### src/rtl/video_control_sequencer_if.sv
// Request and formatter-control bus of the video control sequencer.
// The sequencer uses the slave view; the requesters and formatter side use master.
interface video_control_sequencer_if;
    logic        cpu_valid;
    logic        cpu_ready;
    logic [7:0]  cpu_op;
    logic [31:0] cpu_data;
    logic        blk_valid;
    logic        blk_ready;
    logic        blk_sprite;
    logic [11:0] blk_index;
    logic [23:0] blk_rgb;
    logic [7:0]  control_op;
    logic [31:0] control_data;

    modport master (
        output cpu_valid, cpu_op, cpu_data,
        output blk_valid, blk_sprite, blk_index, blk_rgb,
        input  cpu_ready, blk_ready,
        input  control_op, control_data
    );

    modport slave (
        input  cpu_valid, cpu_op, cpu_data,
        input  blk_valid, blk_sprite, blk_index, blk_rgb,
        output cpu_ready, blk_ready,
        output control_op, control_data
    );
endinterface

### src/rtl/video_control_sequencer.sv
// Sole master of the video formatter control bus: arbitrates CPU ops against bulk
// palette/sprite loads, serialises them as held ops with idle gaps, defers mode ops to vblank.
module video_control_sequencer #(
    parameter int unsigned HOLD_CYCLES    = 2,
    parameter int unsigned GAP_CYCLES     = 1,
    parameter int unsigned DEFER_MODE_OPS = 1,
    parameter int unsigned SYNC_STAGES    = 2
) (
    input  logic                        m_axis_vid_aclk,
    input  logic                        reset,
    input  logic                        vblank_async,
    video_control_sequencer_if.slave    bus,
    output logic                        busy,
    output logic                        deferred
);

    localparam int unsigned CNT_MAX = (HOLD_CYCLES > GAP_CYCLES) ? HOLD_CYCLES : GAP_CYCLES;
    localparam int unsigned CNT_W   = $clog2(CNT_MAX + 1);
    localparam logic [7:0]  OP_PALETTE   = 8'd3;
    localparam logic [7:0]  OP_SPR_ADDR  = 8'd14;
    localparam logic [7:0]  OP_SPR_DATA  = 8'd15;

    typedef enum logic [1:0] {IDLE, WAIT_VBL, DRIVE, GAP} state_t;

    state_t             state, state_n;
    logic [CNT_W-1:0]   cnt, cnt_n;
    logic               phase, phase_n;
    logic               rr_blk, rr_blk_n;
    logic [7:0]         op_n, pend_op, pend_op_n;
    logic [31:0]        data_n, pend_data, pend_data_n;
    logic [SYNC_STAGES-1:0] vbl_sync;
    logic               vbl_prev;
    logic               vbl_rise;
    logic               cpu_grant;
    logic               blk_grant;

    function automatic logic is_mode_op(input logic [7:0] op);
        case (op)
            8'd1, 8'd2, 8'd4, 8'd6, 8'd7, 8'd8, 8'd10, 8'd11: is_mode_op = 1'b1;
            default:                                          is_mode_op = 1'b0;
        endcase
    endfunction

    // vblank crosses from the dvi clock; only a 0->1 edge of the synced level releases WAIT_VBL
    always_ff @(posedge m_axis_vid_aclk) begin
        if (reset) begin
            vbl_sync <= '0;
            vbl_prev <= 1'b0;
        end else begin
            vbl_sync <= {vbl_sync[SYNC_STAGES-2:0], vblank_async};
            vbl_prev <= vbl_sync[SYNC_STAGES-1];
        end
    end

    assign vbl_rise = vbl_sync[SYNC_STAGES-1] & ~vbl_prev;

    // Round-robin only matters when both requesters are valid in the same IDLE cycle
    assign cpu_grant     = (state == IDLE) & ~reset & bus.cpu_valid & (~rr_blk | ~bus.blk_valid);
    assign blk_grant     = (state == IDLE) & ~reset & bus.blk_valid & ~cpu_grant;
    assign bus.cpu_ready = cpu_grant;
    assign bus.blk_ready = blk_grant;

    always_comb begin
        state_n     = state;
        cnt_n       = cnt;
        phase_n     = phase;
        rr_blk_n    = rr_blk;
        op_n        = bus.control_op;
        data_n      = bus.control_data;
        pend_op_n   = pend_op;
        pend_data_n = pend_data;
        case (state)
            IDLE: begin
                if (cpu_grant) begin
                    rr_blk_n = 1'b1;
                    if (bus.cpu_op != 8'd0) begin
                        if (DEFER_MODE_OPS != 32'd0 && is_mode_op(bus.cpu_op)) begin
                            state_n     = WAIT_VBL;
                            pend_op_n   = bus.cpu_op;
                            pend_data_n = bus.cpu_data;
                        end else begin
                            state_n = DRIVE;
                            cnt_n   = '0;
                            op_n    = bus.cpu_op;
                            data_n  = bus.cpu_data;
                        end
                    end
                end else if (blk_grant) begin
                    rr_blk_n = 1'b0;
                    state_n  = DRIVE;
                    cnt_n    = '0;
                    if (bus.blk_sprite) begin
                        // Sprite pixel is an ADDR op followed by a DATA op held in pend_*
                        op_n        = OP_SPR_ADDR;
                        data_n      = {20'd0, bus.blk_index};
                        phase_n     = 1'b1;
                        pend_op_n   = OP_SPR_DATA;
                        pend_data_n = {8'd0, bus.blk_rgb};
                    end else begin
                        op_n   = OP_PALETTE;
                        data_n = {bus.blk_index[7:0], bus.blk_rgb};
                    end
                end
            end
            WAIT_VBL: begin
                if (vbl_rise) begin
                    state_n = DRIVE;
                    cnt_n   = '0;
                    op_n    = pend_op;
                    data_n  = pend_data;
                end
            end
            DRIVE: begin
                if (cnt == CNT_W'(HOLD_CYCLES - 1)) begin
                    state_n = GAP;
                    cnt_n   = '0;
                    op_n    = 8'd0;
                end else begin
                    cnt_n = cnt + CNT_W'(1);
                end
            end
            GAP: begin
                if (cnt == CNT_W'(GAP_CYCLES - 1)) begin
                    cnt_n = '0;
                    if (phase) begin
                        state_n = DRIVE;
                        phase_n = 1'b0;
                        op_n    = pend_op;
                        data_n  = pend_data;
                    end else begin
                        state_n = IDLE;
                    end
                end else begin
                    cnt_n = cnt + CNT_W'(1);
                end
            end
            default: state_n = IDLE;
        endcase
    end

    always_ff @(posedge m_axis_vid_aclk) begin
        if (reset) begin
            state            <= IDLE;
            cnt              <= '0;
            phase            <= 1'b0;
            rr_blk           <= 1'b0;
            pend_op          <= '0;
            pend_data        <= '0;
            bus.control_op   <= '0;
            bus.control_data <= '0;
            busy             <= 1'b0;
            deferred         <= 1'b0;
        end else begin
            state            <= state_n;
            cnt              <= cnt_n;
            phase            <= phase_n;
            rr_blk           <= rr_blk_n;
            pend_op          <= pend_op_n;
            pend_data        <= pend_data_n;
            bus.control_op   <= op_n;
            bus.control_data <= data_n;
            busy             <= (state_n != IDLE);
            deferred         <= (state_n == WAIT_VBL);
        end
    end

endmodule
### src/flat_wrapper.sv
// flat-port wrapper written by rule: the top's interface ports become plain ports
module video_control_sequencer_flat 
#(
    parameter int unsigned HOLD_CYCLES    = 2,
    parameter int unsigned GAP_CYCLES     = 1,
    parameter int unsigned DEFER_MODE_OPS = 1,
    parameter int unsigned SYNC_STAGES    = 2
)
  (m_axis_vid_aclk, reset, vblank_async, busy, deferred, bus_cpu_valid, bus_cpu_op, bus_cpu_data, bus_blk_valid, bus_blk_sprite, bus_blk_index, bus_blk_rgb, bus_cpu_ready, bus_blk_ready, bus_control_op, bus_control_data);
  video_control_sequencer_if bus_i ();
  input  logic m_axis_vid_aclk;
  input  logic reset;
  input  logic vblank_async;
  output logic busy;
  output logic deferred;
  input wire logic [$bits(bus_i.cpu_valid)-1:0] bus_cpu_valid;
  input wire logic [$bits(bus_i.cpu_op)-1:0] bus_cpu_op;
  input wire logic [$bits(bus_i.cpu_data)-1:0] bus_cpu_data;
  input wire logic [$bits(bus_i.blk_valid)-1:0] bus_blk_valid;
  input wire logic [$bits(bus_i.blk_sprite)-1:0] bus_blk_sprite;
  input wire logic [$bits(bus_i.blk_index)-1:0] bus_blk_index;
  input wire logic [$bits(bus_i.blk_rgb)-1:0] bus_blk_rgb;
  output wire logic [$bits(bus_i.cpu_ready)-1:0] bus_cpu_ready;
  output wire logic [$bits(bus_i.blk_ready)-1:0] bus_blk_ready;
  output wire logic [$bits(bus_i.control_op)-1:0] bus_control_op;
  output wire logic [$bits(bus_i.control_data)-1:0] bus_control_data;
  assign bus_i.cpu_valid = bus_cpu_valid;
  assign bus_i.cpu_op = bus_cpu_op;
  assign bus_i.cpu_data = bus_cpu_data;
  assign bus_i.blk_valid = bus_blk_valid;
  assign bus_i.blk_sprite = bus_blk_sprite;
  assign bus_i.blk_index = bus_blk_index;
  assign bus_i.blk_rgb = bus_blk_rgb;
  assign bus_cpu_ready = bus_i.cpu_ready;
  assign bus_blk_ready = bus_i.blk_ready;
  assign bus_control_op = bus_i.control_op;
  assign bus_control_data = bus_i.control_data;
  video_control_sequencer #(.HOLD_CYCLES(HOLD_CYCLES), .GAP_CYCLES(GAP_CYCLES), .DEFER_MODE_OPS(DEFER_MODE_OPS), .SYNC_STAGES(SYNC_STAGES)) u_core (.m_axis_vid_aclk(m_axis_vid_aclk), .reset(reset), .vblank_async(vblank_async), .bus(bus_i), .busy(busy), .deferred(deferred));
endmodule
### config.mk
export PLATFORM = sky130hd
export DESIGN_NAME = video_control_sequencer_flat
export DESIGN_NICKNAME = d
export VERILOG_FILES = /design/src/rtl/video_control_sequencer_if.sv /design/src/rtl/video_control_sequencer.sv /design/src/flat_wrapper.sv
export SDC_FILE = /design/constraint.sdc
export NUM_CORES = 1
export LEC_CHECK = 0
export ABC_AREA = 1
export BUFFER_PORTS_ARGS = -buffer_cell sky130_fd_sc_hd__buf_2
export CAP_MARGIN = 30
export CORE_ASPECT_RATIO = 0.6
export CORE_MARGIN = 3
export CORE_UTILIZATION = 50
export CTS_BUF_LIST = sky130_fd_sc_hd__clkbuf_4
export CTS_CLUSTER_DIAMETER = 100
export CTS_CLUSTER_SIZE = 28
export DETAILED_ROUTE_END_ITERATION = 7
export PLACE_DENSITY = 0.88
export SLEW_MARGIN = 20
export SYNTH_ARGS = -nofsm -noshare
export SYNTH_HDL_FRONTEND = slang
export SYNTH_SLANG_ARGS = --single-unit
export TNS_END_PERCENT = 10
### constraint.sdc
create_clock -name m_axis_vid_aclk -period 1.8 [get_ports m_axis_vid_aclk]
set_clock_uncertainty 0.2 [all_clocks]
set_input_delay 0.27 -clock m_axis_vid_aclk [delete_from_list [all_inputs] [get_ports m_axis_vid_aclk]]
set_output_delay 0.27 -clock m_axis_vid_aclk [all_outputs]
set_load 0.05 [all_outputs]
==> out/metrics.csv, run 1 <==
metric;value;unit
seqCellArea;0.00183;mm2
grt_overflow;0;
setup_ws;-237;ps
cts.sinks;91;
outcome;complete, but fails checks;
p_clk_frac;0.117;
path_cells;nor2_4, nand2_2, nor2_4, buf_6, nand3_4, buf_6, a21oi_4, buf_12, buf_12, o21ai_2, nor2_1;
synthTopCellsByArea;dfxtp_1 (38%), nand2_1 (18%), nor2_1 (12%), o21ai_0 (9.1%), mux2i_1 (4.4%);
pwr-share-comb;0.594;
drtAntennaViolNets;0;
grt_first_pass_wirelength;25.3;mm
net-switching-power;5.04;mW
crit_path_max_fanout;6;
finalHoldViolCount;1;
yosys.area.top_type;dfxtp_1;
placed_cell_area;0.00577;mm2
critical_path_required;2010;ps
dieArea;0.0108;mm2
via_per_inst;5.34;
drive_above_1_share;0.252;
synthesis.nets;836;
rows;26;
root_buffer;clkbuf_4;
cts_tree;done;
die_w;132;um
dr.pass1.iters;5;
period_minus_slack;2040;ps
seqPwrFrac;0.289;
clk_latency;480;ps
die_y;81.7;um
ys_seq_area_frac;0.381;
synthToLayoutAreaGrowth;41.9;%
ys_warn_count;0;
pin_count;126;
worstPathArrival;2250;ps
synth_top_cell_area_share;0.381;
num_vias;5751;
total_power;10.1;mW
rsz0062_at_grt;yes;
worst_setup_path_start_kind;register;
start_util;0.538;
powerDensity;1480;mW/mm2
fmax;0.491;GHz
ir_drop;0.912;mV
fin_nets;1032;
multi_input_area;0.00266;mm2
critPathCaptureType;register;
violations;negative hold slack, negative setup slack;
core;0.00888;mm2
period_share;1.13;
grt_util_met1;0.388;
worstSetupPathType;register to register;
drtIter0Drc;621;
wl_per_cell;15.7;um
setup_violations;88;
drc;0;
ys_ff_latch;91;
dp_slack;-250;ps
wl;16.8;mm
grt_max_degree;44;
cts_buffers;9;
slew_violations;0;
internal-power;5.02;mW
finalInstanceArea;0.00678;mm2
rrSetupSlack;-240;ps
cap_violations;0;
leakage;3.44;nW
use_met3;0.0716;
synth_area_per_cell;6.38;um2
fillers;640;
grt_usage;0.293;
cts_max_level;3;
diodes;0;
min_path_type;input port to register;
maxSlewHeadroom;0.642;
synth_area;0.00478;mm2
busiest_layer;met2;
worst_pin_slew;535;ps
holdPathStages;5;
whs;-4.66;ps
clockBufferDepth;2;
cts.clk_slew.worst_paths;160;ps
rr_worst_depth;11;
ys_types;28;
routabilityCongestion;0.883;
cp_slowest_cell;dfxtp_4;
place.port_buffers;125;
grt_pass1_vias;5251;
sw_frac_of_total;0.501;
antenna_found_initial;0;
post-dp-hpwl;9.50;mm
grtUsageMet2;0.476;
syn_inst;749;
cpPeakStageDelay;390;ps
## flip-flops by register name, indices dropped and copies added (netlist names)
signal	cells
u_core.phase	1
u_core.bus.control_op	8
u_core.pend_op	8
u_core.cnt	2
u_core.pend_data	32
u_core.vbl_sync	2
u_core.vbl_prev	1
u_core.busy	1
u_core.deferred	1
u_core.rr_blk	1
u_core.state	2
u_core.bus.control_data	32
## worst max-delay path: cells and delay by family, from the launching register on
family / cells / cell delay, ps
AND/OR/NAND/NOR: 5 / 590
flip-flops: 1 / 390
buffers and inverters: 4 / 590
AO/OA/AOI/OAI: 2 / 180
## final timing paths
path,from,end
setup / recovery,u_core.state[0],u_core.pend_data[26]
hold / removal,bus_cpu_data[9],u_core.pend_data[9]
setup reg to reg,u_core.state[0],u_core.pend_data[26]
hold reg to reg,u_core.vbl_sync[0],u_core.vbl_sync[1]
## per-stage QoR
step	instances	utilization	setup TNS (ps)
2_1_floorplan	749	-	-3.84
3_3_place_gp	1000	0.649	-7530
3_5_place_dp	1000	0.649	-13490
4_1_cts	1067	0.740	-7930
5_1_grt	1076	0.764	-20300
6_report	1076	0.764	-13060
## power groups by stage
stage                     registers (mW)  logic [mW]  clock network, mW
after global placement              2.91        5.05                  0
after detailed placement            2.92        5.14                  0
after global routing                2.96        6.43               1.30
final                               2.91        5.97               1.18
after CTS                           2.87        5.51               1.18
after floorplan                     4.37        2.36                  0
## final cells by class
cell class,count,share of cell area
Clock buffer,10,0.0111
Clock inverter,6,0.00978
Inverter,52,0.0291
Multi-Input combinational cell,560,0.392
Sequential cell,91,0.270
Tap cell,126,0.0232
Timing Repair Buffer,231,0.266
## timing repair
action                     CTS  global route
hold buffers                36             4
hold endpoints to repair    33             3
pin swaps                   23            16
cloned                       4             3
setup buffers               11             2
gates resized for setup     38            31
setup endpoints to repair   77            88
## synth_stat cells, drive strengths merged
cell type and n:
a21oi 17, a22oi 5, a31oi 3, buf 21, clkbuf 25, dfxtp 91
ha 5, inv 52, mux2i 21, nand2 227, nand3 29, nand3b 1
nand4 1, nor2 158, nor3 1, o211ai 1, o21ai 87, o22ai 1
o31ai 2, or2 1
## cells by family after synthesis
group / Yosys count / share of synthesized area
fa+ha+maj: 5 / 0.0131
simple gates: 418 / 0.346
flops: 91 / 0.381
buf+inv: 98 / 0.0890
compound gates: 116 / 0.127
mux: 21 / 0.0440
## layout by cell type (no fill, tap or decap), drive strengths merged
master	n
a21oi	17
bufinv	1
a22oi	5
clkinvlp	2
ha	5
bufbuf	2
o22ai	1
nand2	227
dfxtp	91
o21ai	87
clkinv	3
nand3b	1
nand3	29
or2	1
nor3	1
inv	52
mux2i	21
nor2	158
o211ai	1
o31ai	2
dlygate4sd3	40
clkbuf	13
a31oi	3
buf	186
nand4	1
## metal layers
layer | wire length (um) | part of all wire
met1 | 7040 | 0.42
met2 | 7260 | 0.43
met3 | 1910 | 0.11
met4 | 646 | 0.038
met5 | 0 | 0
Note: power is estimated with default switching activity, not from simulation.
==> run 2: changes to the inputs <==
SETUP_SLACK_MARGIN = 0.5   (was unset)
==> run 2 against run 1 <==
The flow still finishes with violations (negative hold slack, negative setup slack); routed wire length is 9.9% higher; final cell count is 0.37% higher; non-clock buffer count is 4 higher; critical path type unchanged.
==> out/metrics.csv, run 2 (same netlist as run 1, synthesis figures left out) <==
metric;value;unit;change
outcome;complete, but fails checks;;unchanged
violations;negative hold slack, negative setup slack;;unchanged
post-dp-hpwl;9.68;mm;was 9.50 mm
antenna_found_initial;0;;unchanged
cts_tree;done;;unchanged
cap_violations;0;;unchanged
r2r_end;u_core.pend_data[25];;was u_core.pend_data[26]
seqCellArea;0.00183;mm2;unchanged
via_per_inst;5.62;;was 5.34
grt_overflow;0;;unchanged
place.port_buffers;125;;unchanged
rsz0062_at_grt;yes;;unchanged
root_buffer;clkbuf_4;;unchanged
pin_count;126;;unchanged
grt_pass1_vias;5232;;was 5251
cts.clk_slew.worst_paths;160;ps;about the same
fillers;554;;was 640
worstSetupPathType;register to register;;unchanged
fmax;0.459;GHz;was 0.491 GHz
multi_input_area;0.00268;mm2;was 0.00266 mm2
rr_worst_depth;11;;unchanged
worst_setup_path_start_kind;register;;unchanged
layout_common_cells;nand2_1 (216), nor2_1 (145), dfxtp_1 (86);;was nand2_1 (221), nor2_1 (148), buf_2 (123)
top_regs;u_core.bus.control_data: 32 flops, u_core.pend_data: 32 flops;;unchanged
dieArea;0.0108;mm2;unchanged
leakage;3.51;nW;was 3.44 nW
finalHoldViolCount;2;;was 1
synthToLayoutAreaGrowth;48.9;%;was 41.9%
critPathCaptureType;register;;unchanged
drive_above_1_share;0.271;;was 0.252
cts_max_level;3;;unchanged
crit_path_start;u_core.state[1];;was u_core.state[0]
wl;18.5;mm;was 16.8 mm
grt_first_pass_wirelength;25.0;mm;was 25.3 mm
maxSlewHeadroom;0.701;;was 0.642
critical_path_required;1980;ps;was 2010 ps
finalNonFillerCells;1080;;was 1076
crit_path_max_fanout;5;;was 6
die_w;132;um;unchanged
min_path_type;input port to register;;unchanged
cts_buffers;9;;unchanged
cts.sinks;91;;unchanged
r2r-start;u_core.state[1];;was u_core.state[0]
worst_pin_slew;448;ps;was 535 ps
drtAntennaViolNets;0;;unchanged
die_y;81.7;um;unchanged
rows;26;;unchanged
clockBufferDepth;2;;unchanged
fin_nets;1036;;was 1032
start_util;0.538;;unchanged
period_minus_slack;2180;ps;was 2040 ps
ir_drop;1.07;mV;was 0.912 mV
grt_max_degree;44;;unchanged
drtIter0Drc;842;;was 621
clk_latency;480;ps;about the same
rrSetupSlack;-380;ps;was -240 ps
fin_setup_tns;-19090;ps;was -13060 ps
placed_cells;1004;;was 1000
routabilityCongestion;0.884;;was 0.883
num_vias;6066;;was 5751
setup_violations;88;;unchanged
powerDensity;1560;mW/mm2;was 1480 mW/mm2
period_share;1.21;;was 1.13
final_common_cell;nand2_1;;unchanged
worstPathArrival;2360;ps;was 2250 ps
whs;-7.89;ps;was -4.66 ps
setup_ws;-377;ps;was -237 ps
endpoint;u_core.pend_data[25];;was u_core.pend_data[26]
slew_violations;0;;unchanged
core;0.00888;mm2;unchanged
drc;0;;unchanged
dr.pass1.iters;8;;was 5
wl_per_cell;17.1;um;was 15.7 um
grt_usage;0.287;;was 0.293
min_from;bus_cpu_data[0];;was bus_cpu_data[9]
-- run 2: cell count changes in the layout (fill, tap and decap cells not counted), moves of 3 or more --
cell / change
nor2_1: -3
a21oi_2: +3
nand2_2: +6
a21oi_1: -3
nand2_1: -5
dfxtp_2: +3
o21ai_0: -9
buf_2: -42
buf_6: +47
nor2_2: +3
o21ai_1: +11
-- run 2: stage by stage --
step	worst slack (ps)	instance area (um2)	power (mW)	utilization
floorplan	26.1	4840	6.77	-
global placement	-211	5830	7.98	0.656
detailed placement	-281	5830	8.08	0.656
CTS	-197	6790	9.97	0.765
global route	-451	7120	11.6	0.801
finish	-377	7120	11.1	0.802
-- run 2: layout make-up --
cell class,instances,area share
multi-input cells,560,0.377
repair buffers,235,0.298
flip-flops and latches,91,0.257
inverters,52,0.0274
well taps,126,0.0221
clock buffers,9,0.00949
clock inverters,6,0.00931
diodes,1,0.000351
-- run 2: repair_timing --
item,in CTS,in global routing
setup endpoints to repair,131,131
pin swaps,29,12
gates cloned,1,6
gates resized for setup,119,66
hold buffers,38,0
setup buffers,12,3
endpoints found under the hold margin,35,0
-- run 2: worst max-delay path: stages (launching register included) --
cell and delay (ps):
dfxtp_2 370, nor2_4 180, nand2_2 100, nor2_4 160, buf_6 160, nand2_1 100
nand2_2 150, a21oi_4 50, buf_6 130, buf_4 130, o21ai_0 270, nor2_1 80
-- run 2: worst min-delay path by stage --
| stage | to | depth (start not counted) |
|---|---|---|
| after floorplan | u_core.pend_data[24] | 1 |
| after global placement | u_core.vbl_sync[1] | 2 |
| after detailed placement | u_core.vbl_sync[1] | 2 |
| after CTS | u_core.pend_data[19] | 5 |
| after global routing | u_core.pend_data[8] | 5 |
| final | u_core.pend_data[0] | 5 |
-- run 2: power by group --
| part | switching (mW) | internal [mW] | leakage [nW] |
|---|---|---|---|
| Combinational | 4.23 | 2.69 | 2.69 |
| Sequential | 0.416 | 2.60 | 0.750 |
| Clock | 0.761 | 0.417 | 0.0644 |
-- run 2: routing by layer --
metal  share of wire  vias up  wire (um)  track usage
met5               0        -          0            0
met4           0.055        0       1020        0.109
met3            0.13      132       2440       0.0704
met2            0.43      505       7920        0.473
met1            0.39     2670       7140        0.370
li1                -     2759          -            -
